$ cat src/rtl/md6_uart_pkg.sv
// ---------------------------------------------------------------------------
// md6_uart_pkg
// Definitions shared by the MD6 UART link (TX and RX sides).
//   CLKS_PER_BIT_DEF : clocks per UART bit (100 MHz / 9600 baud)
//   NUM_BYTES_DEF    : digest bytes per transfer (512 / 8)
//   state_t          : transmit FSM states
// ---------------------------------------------------------------------------
package md6_uart_pkg;

    localparam int unsigned CLKS_PER_BIT_DEF = 10417;
    localparam int unsigned NUM_BYTES_DEF    = 64;

    // S_NEXT_BYTE is a zero-length handoff: the next byte is loaded on the
    // final tick of S_STOP, so no cycle is ever spent in it.
    typedef enum logic [2:0] {
        S_IDLE,
        S_START,
        S_DATA,
        S_STOP,
        S_NEXT_BYTE,
        S_DONE
    } state_t;

endpackage

$ cat src/rtl/md6_hash_uart_tx_byte.sv
// ---------------------------------------------------------------------------
// uart_tx_byte
// Single-byte 8N1 serializer: start bit, 8 data bits LSB first, stop bit.
// Ports:
//   clk   in  1  system clock
//   reset in  1  asynchronous, active-high
//   start in  1  load data and begin a frame (honoured while ready=1)
//   data  in  8  byte to send, sampled when start & ready
//   TxD   out 1  serial line, idle high
//   ready out 1  can accept a byte this cycle (idle, or last tick of stop)
// ---------------------------------------------------------------------------
import md6_uart_pkg::*;

module uart_tx_byte #(
    parameter int unsigned CLKS_PER_BIT = CLKS_PER_BIT_DEF
) (
    input  logic       clk,
    input  logic       reset,
    input  logic       start,
    input  logic [7:0] data,
    output logic       TxD,
    output logic       ready
);

    localparam int unsigned CW = (CLKS_PER_BIT > 1) ? $clog2(CLKS_PER_BIT) : 1;
    localparam logic [CW-1:0] BAUD_LAST = CW'(CLKS_PER_BIT - 1);

    state_t        r_state;
    logic [CW-1:0] r_baud;
    logic [2:0]    r_bit;
    logic [7:0]    r_shift;
    logic          r_txd;

    logic w_tick;
    logic w_load;

    assign w_tick = (r_state != S_IDLE) && (r_baud == BAUD_LAST);
    // Accepting on the last stop tick lets frames run back to back.
    assign ready  = (r_state == S_IDLE) || ((r_state == S_STOP) && w_tick);
    assign w_load = start && ready;
    assign TxD    = r_txd;

    always_ff @(posedge clk or posedge reset) begin
        if (reset) begin
            r_state <= S_IDLE;
            r_baud  <= '0;
            r_bit   <= '0;
            r_shift <= '0;
            r_txd   <= 1'b1;
        end else begin
            if (w_load || w_tick || (r_state == S_IDLE))
                r_baud <= '0;
            else
                r_baud <= r_baud + 1'b1;

            if (w_load) begin
                r_shift <= data;
                r_txd   <= 1'b0;
                r_state <= S_START;
            end else begin
                case (r_state)
                    S_START: if (w_tick) begin
                        r_txd   <= r_shift[0];
                        r_bit   <= '0;
                        r_state <= S_DATA;
                    end
                    S_DATA: if (w_tick) begin
                        if (r_bit == 3'd7) begin
                            r_txd   <= 1'b1;
                            r_state <= S_STOP;
                        end else begin
                            r_shift <= r_shift >> 1;
                            r_txd   <= r_shift[1];
                            r_bit   <= r_bit + 1'b1;
                        end
                    end
                    S_STOP: if (w_tick) begin
                        r_state <= S_IDLE;
                    end
                    S_IDLE: r_txd <= 1'b1;
                    default: begin
                        r_txd   <= 1'b1;
                        r_state <= S_IDLE;
                    end
                endcase
            end
        end
    end

endmodule

$ cat src/rtl/md6_hash_uart_tx.sv
// ---------------------------------------------------------------------------
// md6_hash_uart_tx
// Sends the 512-bit MD6 digest over UART TxD, most-significant byte first,
// as 64 back-to-back 8N1 frames. Armed by done_MD6, started by button_tx.
// Ports:
//   clk       in  1    system clock, rising edge
//   reset     in  1    asynchronous, active-high
//   button_tx in  1    raw push-button, asynchronous to clk
//   hash      in  512  MD6 digest, valid while done_MD6=1
//   done_MD6  in  1    digest ready (level)
//   TxD       out 1    UART serial out, idle high
//   busy_tx   out 1    high from first start bit to end of last stop bit
//   done_tx   out 1    high after last byte until next start or reset
// ---------------------------------------------------------------------------
import md6_uart_pkg::*;

module md6_hash_uart_tx #(
    parameter int unsigned CLKS_PER_BIT = CLKS_PER_BIT_DEF,
    parameter int unsigned NUM_BYTES    = NUM_BYTES_DEF
) (
    input  logic         clk,
    input  logic         reset,
    input  logic         button_tx,
    input  logic [511:0] hash,
    input  logic         done_MD6,
    output logic         TxD,
    output logic         busy_tx,
    output logic         done_tx
);

    localparam int unsigned BW = (NUM_BYTES > 1) ? $clog2(NUM_BYTES) : 1;
    localparam logic [BW-1:0] BYTE_LAST = BW'(NUM_BYTES - 1);

    logic          r_sync1;
    logic          r_sync2;
    logic          r_sync3;
    state_t        r_state;
    logic [511:0]  r_hold;
    logic [BW-1:0] r_byte;
    logic          r_busy;
    logic          r_done;

    logic          w_edge;
    logic          w_start;
    logic          w_ser_ready;
    logic          w_ser_start;
    logic          w_last_byte;

    // Button synchronizer plus one delay flop for rising-edge detection.
    always_ff @(posedge clk or posedge reset) begin
        if (reset) begin
            r_sync1 <= 1'b0;
            r_sync2 <= 1'b0;
            r_sync3 <= 1'b0;
        end else begin
            r_sync1 <= button_tx;
            r_sync2 <= r_sync1;
            r_sync3 <= r_sync2;
        end
    end

    assign w_edge      = r_sync2 && !r_sync3;
    assign w_start     = w_edge && done_MD6 && (r_state == S_IDLE);
    assign w_last_byte = (r_byte == BYTE_LAST);

    // The holding register shifts left as bytes are launched, so the byte
    // presented to the serializer is always the top of r_hold.
    assign w_ser_start = (r_state == S_START) ||
                         ((r_state == S_DATA) && w_ser_ready && !w_last_byte);

    always_ff @(posedge clk or posedge reset) begin
        if (reset) begin
            r_state <= S_IDLE;
            r_hold  <= '0;
            r_byte  <= '0;
            r_busy  <= 1'b0;
            r_done  <= 1'b0;
        end else begin
            case (r_state)
                S_IDLE: if (w_start) begin
                    r_hold  <= hash;
                    r_byte  <= '0;
                    r_state <= S_START;
                end
                S_START: begin
                    r_hold  <= {r_hold[503:0], 8'h00};
                    r_busy  <= 1'b1;
                    r_done  <= 1'b0;
                    r_state <= S_DATA;
                end
                S_DATA: if (w_ser_ready) begin
                    if (w_last_byte) begin
                        r_busy  <= 1'b0;
                        r_done  <= 1'b1;
                        r_state <= S_DONE;
                    end else begin
                        r_hold <= {r_hold[503:0], 8'h00};
                        r_byte <= r_byte + 1'b1;
                    end
                end
                S_DONE:  r_state <= S_IDLE;
                default: r_state <= S_IDLE;
            endcase
        end
    end

    uart_tx_byte #(
        .CLKS_PER_BIT (CLKS_PER_BIT)
    ) u_tx_byte (
        .clk   (clk),
        .reset (reset),
        .start (w_ser_start),
        .data  (r_hold[511:504]),
        .TxD   (TxD),
        .ready (w_ser_ready)
    );

    assign busy_tx = r_busy;
    assign done_tx = r_done;

endmodule
$ cat config.mk
export PLATFORM = sky130hd
export DESIGN_NAME = md6_hash_uart_tx
export DESIGN_NICKNAME = d
export VERILOG_FILES = /design/src/rtl/md6_uart_pkg.sv /design/src/rtl/md6_hash_uart_tx_byte.sv /design/src/rtl/md6_hash_uart_tx.sv
export SDC_FILE = /design/constraint.sdc
export NUM_CORES = 1
export LEC_CHECK = 0
export ABC_AREA = 1
export CORE_MARGIN = 3
export CORE_UTILIZATION = 50
export CTS_CLUSTER_SIZE = 28
export DETAILED_ROUTE_END_ITERATION = 7
export PLACE_DENSITY = 0.87
export SYNTH_ARGS = -nofsm -noshare
export SYNTH_HDL_FRONTEND = slang
export SYNTH_SLANG_ARGS = --single-unit
$ cat constraint.sdc
create_clock -name clk -period 49.2 [get_ports clk]
set_clock_uncertainty 0.05 [all_clocks]
set_input_delay 9.84 -clock clk [delete_from_list [all_inputs] [get_ports clk]]
set_output_delay 9.84 -clock clk [all_outputs]
set_load 0.05 [all_outputs]
Word-level counts from Yosys, hierarchy flattened. Index checks and enable logic that the tools add are counted.

Register bits: 555. Bits of input ports: 516. Output and inout bits: 3. Logic and storage cells: 107.

$add $sub $neg: 3. Eq/ne operators: 22. Muxes and demuxes: 37. Bitwise logic cells: 1. Reductions and logical operators: 31.

Operator list (number): $mux 512 (3); $pmux 512 s3 (1); $mux 8 (4); $mux 3 (10); $mux 6 (3); $add 14x1->14 const B (1); $eq 14x14->1 const B (1); $mux 14 (1); $ne 2x1->1 const B (6); $ne 3x1->1 const B (4); $pmux 3 s4 (1); $pmux 6 s2 (1); $reduce_and 3->1 (4); $reduce_and 5->1 (2); $reduce_bool 2->1 (5); $eq 3x2->1 const B (3); $pmux 3 s3 (1); $logic_and 1x1->1 (8); $mux 1 (8); $ne 2x2->1 const B (4); $reduce_and 4->1 (2); $add 6x1->6 const B (1); $eq 3x1->1 const B (2); $eq 6x6->1 const B (1); other kinds (10) (17).

Longest topological paths before layout. Gate-level depths: netlist (run 1).

Depth after elaboration: 11. Depth in mapped cells: 14.

Modules after synthesis. From an unflattened synthesis (run 1), not the netlist that was laid out.

Cell total of the unflattened synthesis: 4214. Area total of the unflattened synthesis: 29784.8 sq um.

By module, submodules not included: md6_hash_uart_tx (times used 1, cells each 4010, area an instance 28144.5 sq um); uart_tx_byte (times used 1, cells each 204, area an instance 1640.3 sq um).

Least setup slack after synthesis (run 1). No wires, ideal clock.

Path kind: input port to flip-flop. From: in done_MD6. To: reg r_hold[0]. Data arrival time: 10.654 ns. Data required time: 49.020 ns. Slack: 38.365 ns. Stages: 6. Cells stage by stage: nand3_1 > nand2_1 > nand3_4 > buf_2 > clkbuf_1 > o21ai_1.

Cells in the longest elaborated chain, start to end: 4.

Ends and longest elaborated chain: start, declared (line md6_hash_uart_tx.sv:25) `input logic done_MD6,`; $logic_and 1x1->1 (2 in a row) (line md6_hash_uart_tx.sv:63) `assign w_start = w_edge && done_MD6 && (r_state == S_IDLE);`; $ne 2x2->1 (no source line); $reduce_and 4->1 (no source line); end signal, assigned (line md6_hash_uart_tx.sv:81) `r_hold <= hash;`; end signal, assigned (line md6_hash_uart_tx.sv:86) `r_hold <= {r_hold[503:0], 8'h00};`; end signal, assigned (line md6_hash_uart_tx.sv:97) `r_hold <= {r_hold[503:0], 8'h00};`; end, declared (line md6_hash_uart_tx.sv:38) `logic [511:0] r_hold;`.

No other way between the ends. A chain may end at the register's enable or synchronous reset.

Final worst setup path (run 1).
From: in done_MD6. To: reg r_hold[324].

Same word-level chain as after synthesis.

==> impl_metrics.yaml, run 1 <==
status:
  status: "completed"
clock_network:
  cts_made_buffers: 58
  cts_tree: "done"
  clock_sinks: 554
  cts_hold_buffers: 0
  cts_buffer_depth: 3
  cts_setup_buffers: 0
  clkLatencyLatePin_ns: 0.61
  cts_resized: 0
  cts_root_buffer: "clkbuf_16"
  cts.htree.levels: 2
  path_clk_slew_ns: 0.06
place:
  pre_cts_ws_ns: 33.91
  place.port_buffers: 518
  gp_congestion: 0.8799
  dpl-instance-area_um2: 30870
  dp_hpwl_um: 46560
worst_setup_path:
  crit_family: "buffers and inverters"
  path_buf_inv: 5
  end_kind: "flop"
  start_kind: "input port"
  crit_fanout: 129
  crit_top_cell: "buf_4"
  slowest_stage: "buf_4"
  crit_chain: "clkdlybuf4s50_1 -> nand3_1 -> nand2_1 -> nand3_4 -> buf_4 -> buf_4 -> buf_4 -> buf_4 -> nand2_1 -> o21ai_1"
  crit_type: "input port to flop"
  worstPathRequired_ns: 49.65
  slowest_delay_ns: 1.00
  arrival_ns: 15.23
sta:
  tns_ns: 0
  period_needed_ns: 14.78
  finalSetupViolCount: 0
  rsz0062_at_grt: "false"
  relSlewSlack_pct: 21.56
  max_freq_ghz: 0.06767
  finalHoldViolations: 0
  whs_ns: 0.3240
  fin_crit_sh_pct: 30.04
  tightest_slew_ns: 1.177
  layout_setup_ws_ns: 34.42
  maxSlewViolCount: 0
pwr:
  combinationalPowerShare_pct: 45.9
  p_leak_nw: 14.56
  intPower_mw: 1.382
  power.share.clock_pct: 18.9
  seq_power_share_pct: 35.2
  swShare_pct: 40.93
  p_sw_mw: 0.9578
  power_density_nw_per_um2: 71.26
  peakVddDrop_mv: 0.1102
floorplanning:
  fp.dieW_um: 233.0
  pin_count: 519
  die_y_um: 233.0
  core_area_um2: 50480
  fp-row-count: 82
  die_area_um2: 54290
  start_util_pct: 51.04
yosys:
  synth_warnings: 0
  synth_cell_type_count: 27
  synth_top_cell_by_area: "dfrtp_1"
  syn_area_um2: 25760
  synthSimpleGateAreaFrac_pct: 10.68
  ys_seq_area_share_pct: 53.81
  ys_ff_latch: 554
  syn-num-nets: 3050
  synth_top_area_share_pct: 53.71
  synth_compound_area_share_pct: 10.39
  synthCells: 2523
  synth_top_family_by_area: "multiplexers"
  synth_xor_area_share_pct: 0.1700
  avgSynthCellArea_um2: 10.21
  yosys-top-cells-area: "dfrtp_1 (54%), mux2i_1 (20%), nand2_1 (9.0%)"
  synthAdderAreaFrac_pct: 0.5342
  muxShareOfSynthArea_pct: 19.58
global_routing:
  grtUsageTotal_pct: 24.53
  antenna_found_initial: 12
  overflow: 0
  grt_pass1_wl_um: 107100
  grt_pass1_vias: 20610
  grt_max_degree: 254
job:
  maxCapViolCount: 0
route:
  drt_iter0_markers: 1621
  wirelength_um: 68280
  firstDrtPassIters: 5
  num_vias: 20180
  met1_length_um: 27150
  ant_nets: 0
  wl_per_cell_um: 18.57
  routed-wl-met3_um: 4180
  viasPerCell: 5.489
  routed.top_layer: "met5"
  drcViolationCount: 0
  route.met2.wl_um: 34270
layout:
  fin_nets: 3471
  multi_input_area_um2: 10660
  final_common_cell: "nand2_1"
  drive_gt1_share_pct: 4.247
  regArea_um2: 13860
  design_area_um2: 32840
  syn_to_final_growth_pct: 27.46
  final_cell_mix: "nand2_1 (617), dfrtp_1 (553), clkdlybuf4s50_1 (518), mux2i_1 (504), o21ai_1 (401)"
  num-fill-cells: 3690
hold_path:
  hp-class: "flop to flop"
-- cells by family after synthesis --
kind of cell             Yosys count
XOR/XNOR                           5
AND/OR/NAND/NOR                  704
AO/OA/AOI/OAI                    534
buffers and inverters            211
flip-flops                       554
adder cells (fa/ha/maj)           11
multiplexers                     504
-- area by class of cell --
class / instances / share of cell area, %
Antenna cell: 14 / 0.1067
Clock buffer: 83 / 5.163
Clock inverter: 23 / 0.7163
Inverter: 38 / 0.4572
Multi-Input combinational cell: 1758 / 32.47
Sequential cell: 554 / 42.22
Tap cell: 672 / 2.560
Timing Repair Buffer: 534 / 16.31
-- state kept, by name, summed over array words and instances (netlist names), 2 cells and up --
name / count
u_tx_byte.r_baud: 14
u_tx_byte.r_state: 2
r_byte: 6
u_tx_byte.r_shift: 8
r_state: 3
r_hold: 512
u_tx_byte.r_bit: 3
-- stage by stage --
stage	total power, mW	instances	utilization (%)
global route	2.515	3671	65.03
floorplan	1.713	2523	-
global placement	1.818	3556	61.16
detailed placement	1.886	3556	61.16
finish	2.340	3676	65.06
CTS	2.346	3662	64.99
-- cells in the mapped netlist --
cell type / number
or2_2: 4
nand3_2: 1
xor2_1: 5
nand4_1: 2
nor2_2: 2
a21oi_1: 8
nand2_2: 2
buf_4: 6
nor3_1: 9
buf_6: 45
nor2_1: 27
inv_1: 36
o211a_1: 1
dfstp_2: 1
clkbuf_1: 53
nand2_1: 618
ha_1: 11
o21ai_1: 401
clkbuf_4: 2
mux2i_1: 504
dfrtp_1: 553
buf_2: 67
nand3_4: 1
inv_2: 2
nand3_1: 36
nand3b_1: 2
o21ai_0: 124
-- power by group through the flow --
stage          Sequential, mW  Clock (mW)  Combinational (mW)
6_report                0.823       0.442                1.08
5_1_grt                 0.843       0.469                1.20
4_1_cts                 0.819       0.450                1.08
3_5_place_dp            0.822           0                1.06
3_3_place_gp            0.811           0                1.01
2_1_floorplan           0.784           0               0.929
-- per-layer routing --
| metal | vias to the layer above | global-route usage, % |
|---|---|---|
| met1 | 9816 | 30.37 |
| li1 | 9510 | - |
| met5 | - | 0 |
| met4 | 6 | 10.74 |
| met2 | 674 | 41.69 |
| met3 | 173 | 4.958 |
-- final timing paths --
path / from / end / slack, ns / depth (start not counted)
min reg2reg: r_sync1 / r_sync2 / 0.32 / 0
min: r_sync1 / r_sync2 / 0.32 / 0
max: done_MD6 / r_hold[324] / 34.42 / 10
max in group asynchronous: reset / r_hold[129] / 36.78 / 4
max reg2reg: r_state[2] / r_hold[324] / 43.09 / 11
min in group asynchronous: reset / r_hold[362] / 9.82 / 2
(Power assumes the default switching activity.)
==> inputs of run 2 (changes only) <==
==> constraint.sdc (replaced) <==
create_clock -name clk -period 14.3 [get_ports clk]
set_clock_uncertainty 0.05 [all_clocks]
set_input_delay 2.86 -clock clk [delete_from_list [all_inputs] [get_ports clk]]
set_output_delay 2.86 -clock clk [all_outputs]
set_load 0.05 [all_outputs]
==> run 2 against run 1 <==
Flip-flop and latch count did not move. Power rose to 3.4 times the previous value. Combinational power rose to 3.4 times the previous value. Final area fell by 0.13%. Critical path depth fell by 2. Clock-buffer cell count rose by 1. Sequential share of layout area rose by 0.055 points. First-iteration DRC count fell by 4.3%. Largest power group unchanged. Highest routed layer unchanged.
==> impl_metrics.yaml, run 2 (synthesis gave the netlist of run 1 again) <==
layout:
  fin_nets: 3470
  drive_gt1_share_pct: 4.080
  regArea_um2: 13860
  fin_util_pct: 64.97
  multi_input_area_um2: 10660
  num-fill-cells: 3770
  final_common_cell: "nand2_1"
  top_regs: "r_hold x512, u_tx_byte.r_baud x14, u_tx_byte.r_shift x8"
  syn_to_final_growth_pct: 27.30
  largest_register_ffs: 512
  final_cell_mix: "nand2_1 (617), dfrtp_1 (553), clkdlybuf4s50_1 (518), mux2i_1 (504), o21ai_1 (401)"
  top_register: "r_hold"
floorplanning:
  die_area_um2: 54290
  fp.dieW_um: 233.0
  fp-row-count: 82
  die_y_um: 233.0
  start_util_pct: 51.04
  core_area_um2: 50480
  pin_count: 519
sta:
  maxSlewViolCount: 0
  fin_crit_sh_pct: 41.22
  rsz0062_at_grt: "false"
  relSlewSlack_pct: 25.07
  tns_ns: 0
  finalSetupViolCount: 0
  tightest_slew_ns: 1.124
  finalHoldViolations: 0
  period_needed_ns: 5.894
  max_freq_ghz: 0.1697
pwr:
  p_leak_nw: 14.55
  power_density_nw_per_um2: 243.7
  peakVddDrop_mv: 0.3389
  p_total_mw: 7.994
worst_setup_path:
  end_kind: "flop"
  r2r-end: "r_hold[352]"
  r2r-start: "r_state[0]"
  crit_fanout: 235
  endpoint: "r_hold[240]"
  reg2reg_depth: 8
  start_kind: "input port"
  worstPathRequired_ns: 14.76
  arrival_ns: 6.35
  r2r_slack_ns: 8.96
  worstSetupStartpoint: "done_MD6"
  crit_type: "input port to flop"
job:
  maxCapViolCount: 0
clock_network:
  cts_root_buffer: "clkbuf_16"
  clkLatencyLatePin_ns: 0.60
  cts.htree.levels: 2
  cts_tree: "done"
  cts_buffer_depth: 3
  cts_made_buffers: 56
  path_clk_slew_ns: 0.06
  cts_setup_buffers: 0
  cts_hold_buffers: 0
  cts_resized: 0
  clock_sinks: 554
place:
  gp_congestion: 0.8857
  place.port_buffers: 518
  dp_hpwl_um: 45960
route:
  wirelength_um: 66690
  ant_nets: 0
  drcViolationCount: 0
  wl_per_cell_um: 18.14
  viasPerCell: 5.374
  firstDrtPassIters: 7
  num_vias: 19760
  drt_iter0_markers: 1551
global_routing:
  grtUsageTotal_pct: 23.90
  grt_pass1_vias: 20120
  grt_pass1_wl_um: 104400
  overflow: 0
  antenna_found_initial: 10
  grt_max_degree: 248
status:
  status: "completed"
hold_path:
  hp-class: "flop to flop"
==> run 2: cell types whose count changed in the layout (fill, tap and decap cells not counted), sizes merged <==
cell      before  now
clkinvlp       5    3
buf           16   17
bufinv         3    4
clkbuf        83   84
diode         14   15
inv           41   40
==> run 2: worst max-delay path, cell delays in order <==
cell             delay [ns]
clkdlybuf4s50_1        0.41
nand3_1                0.09
nand2_1                0.12
nand3_4                0.75
buf_12                 0.53
buf_4                  0.87
nand2_1                0.13
o21ai_1                0.13
==> run 2: layout make-up <==
class / count / area share, %
Sequential cell: 554 / 42.27
Antenna cell: 15 / 0.1145
Clock buffer: 84 / 5.024
Timing Repair Buffer: 535 / 16.39
Inverter: 38 / 0.4464
Multi-Input combinational cell: 1758 / 32.51
Tap cell: 672 / 2.564
Clock inverter: 21 / 0.6753
==> run 2: per-layer routing <==
metal  wire, um  global-route usage (%)
met1      26370                   29.12
met2      33510                   40.79
met3       4168                   5.583
met4       2604                   10.05
met5         46                       0
==> run 2: worst min-delay path by stage <==
stage | start | end | cells after the start
after floorplan | r_sync1 | r_sync2 | 0
after global placement | r_sync1 | r_sync2 | 0
after detailed placement | r_sync1 | r_sync2 | 0
after CTS | r_sync1 | r_sync2 | 0
after global routing | r_sync1 | r_sync2 | 0
final | r_sync1 | r_sync2 | 0
==> run 2: per-stage QoR <==
stage                     std cells  worst slack, ns  hold WS, ns  area (um2)
after global placement         3557            8.118       0.2930       30890
final                          3677            8.406       0.3097       32800
after detailed placement       3557            7.984       0.2972       30890
after CTS                      3662            8.582       0.3107       32760
after floorplan                2523            3.851       0.2812       25770
after global routing           3670            8.209       0.3231       32780
==> run 2: power by group <==
part / internal [mW] / switching (mW)
Clock: 0.868 / 0.615
Combinational: 1.50 / 2.18
Sequential: 2.38 / 0.447
Total: 4.75 / 3.24
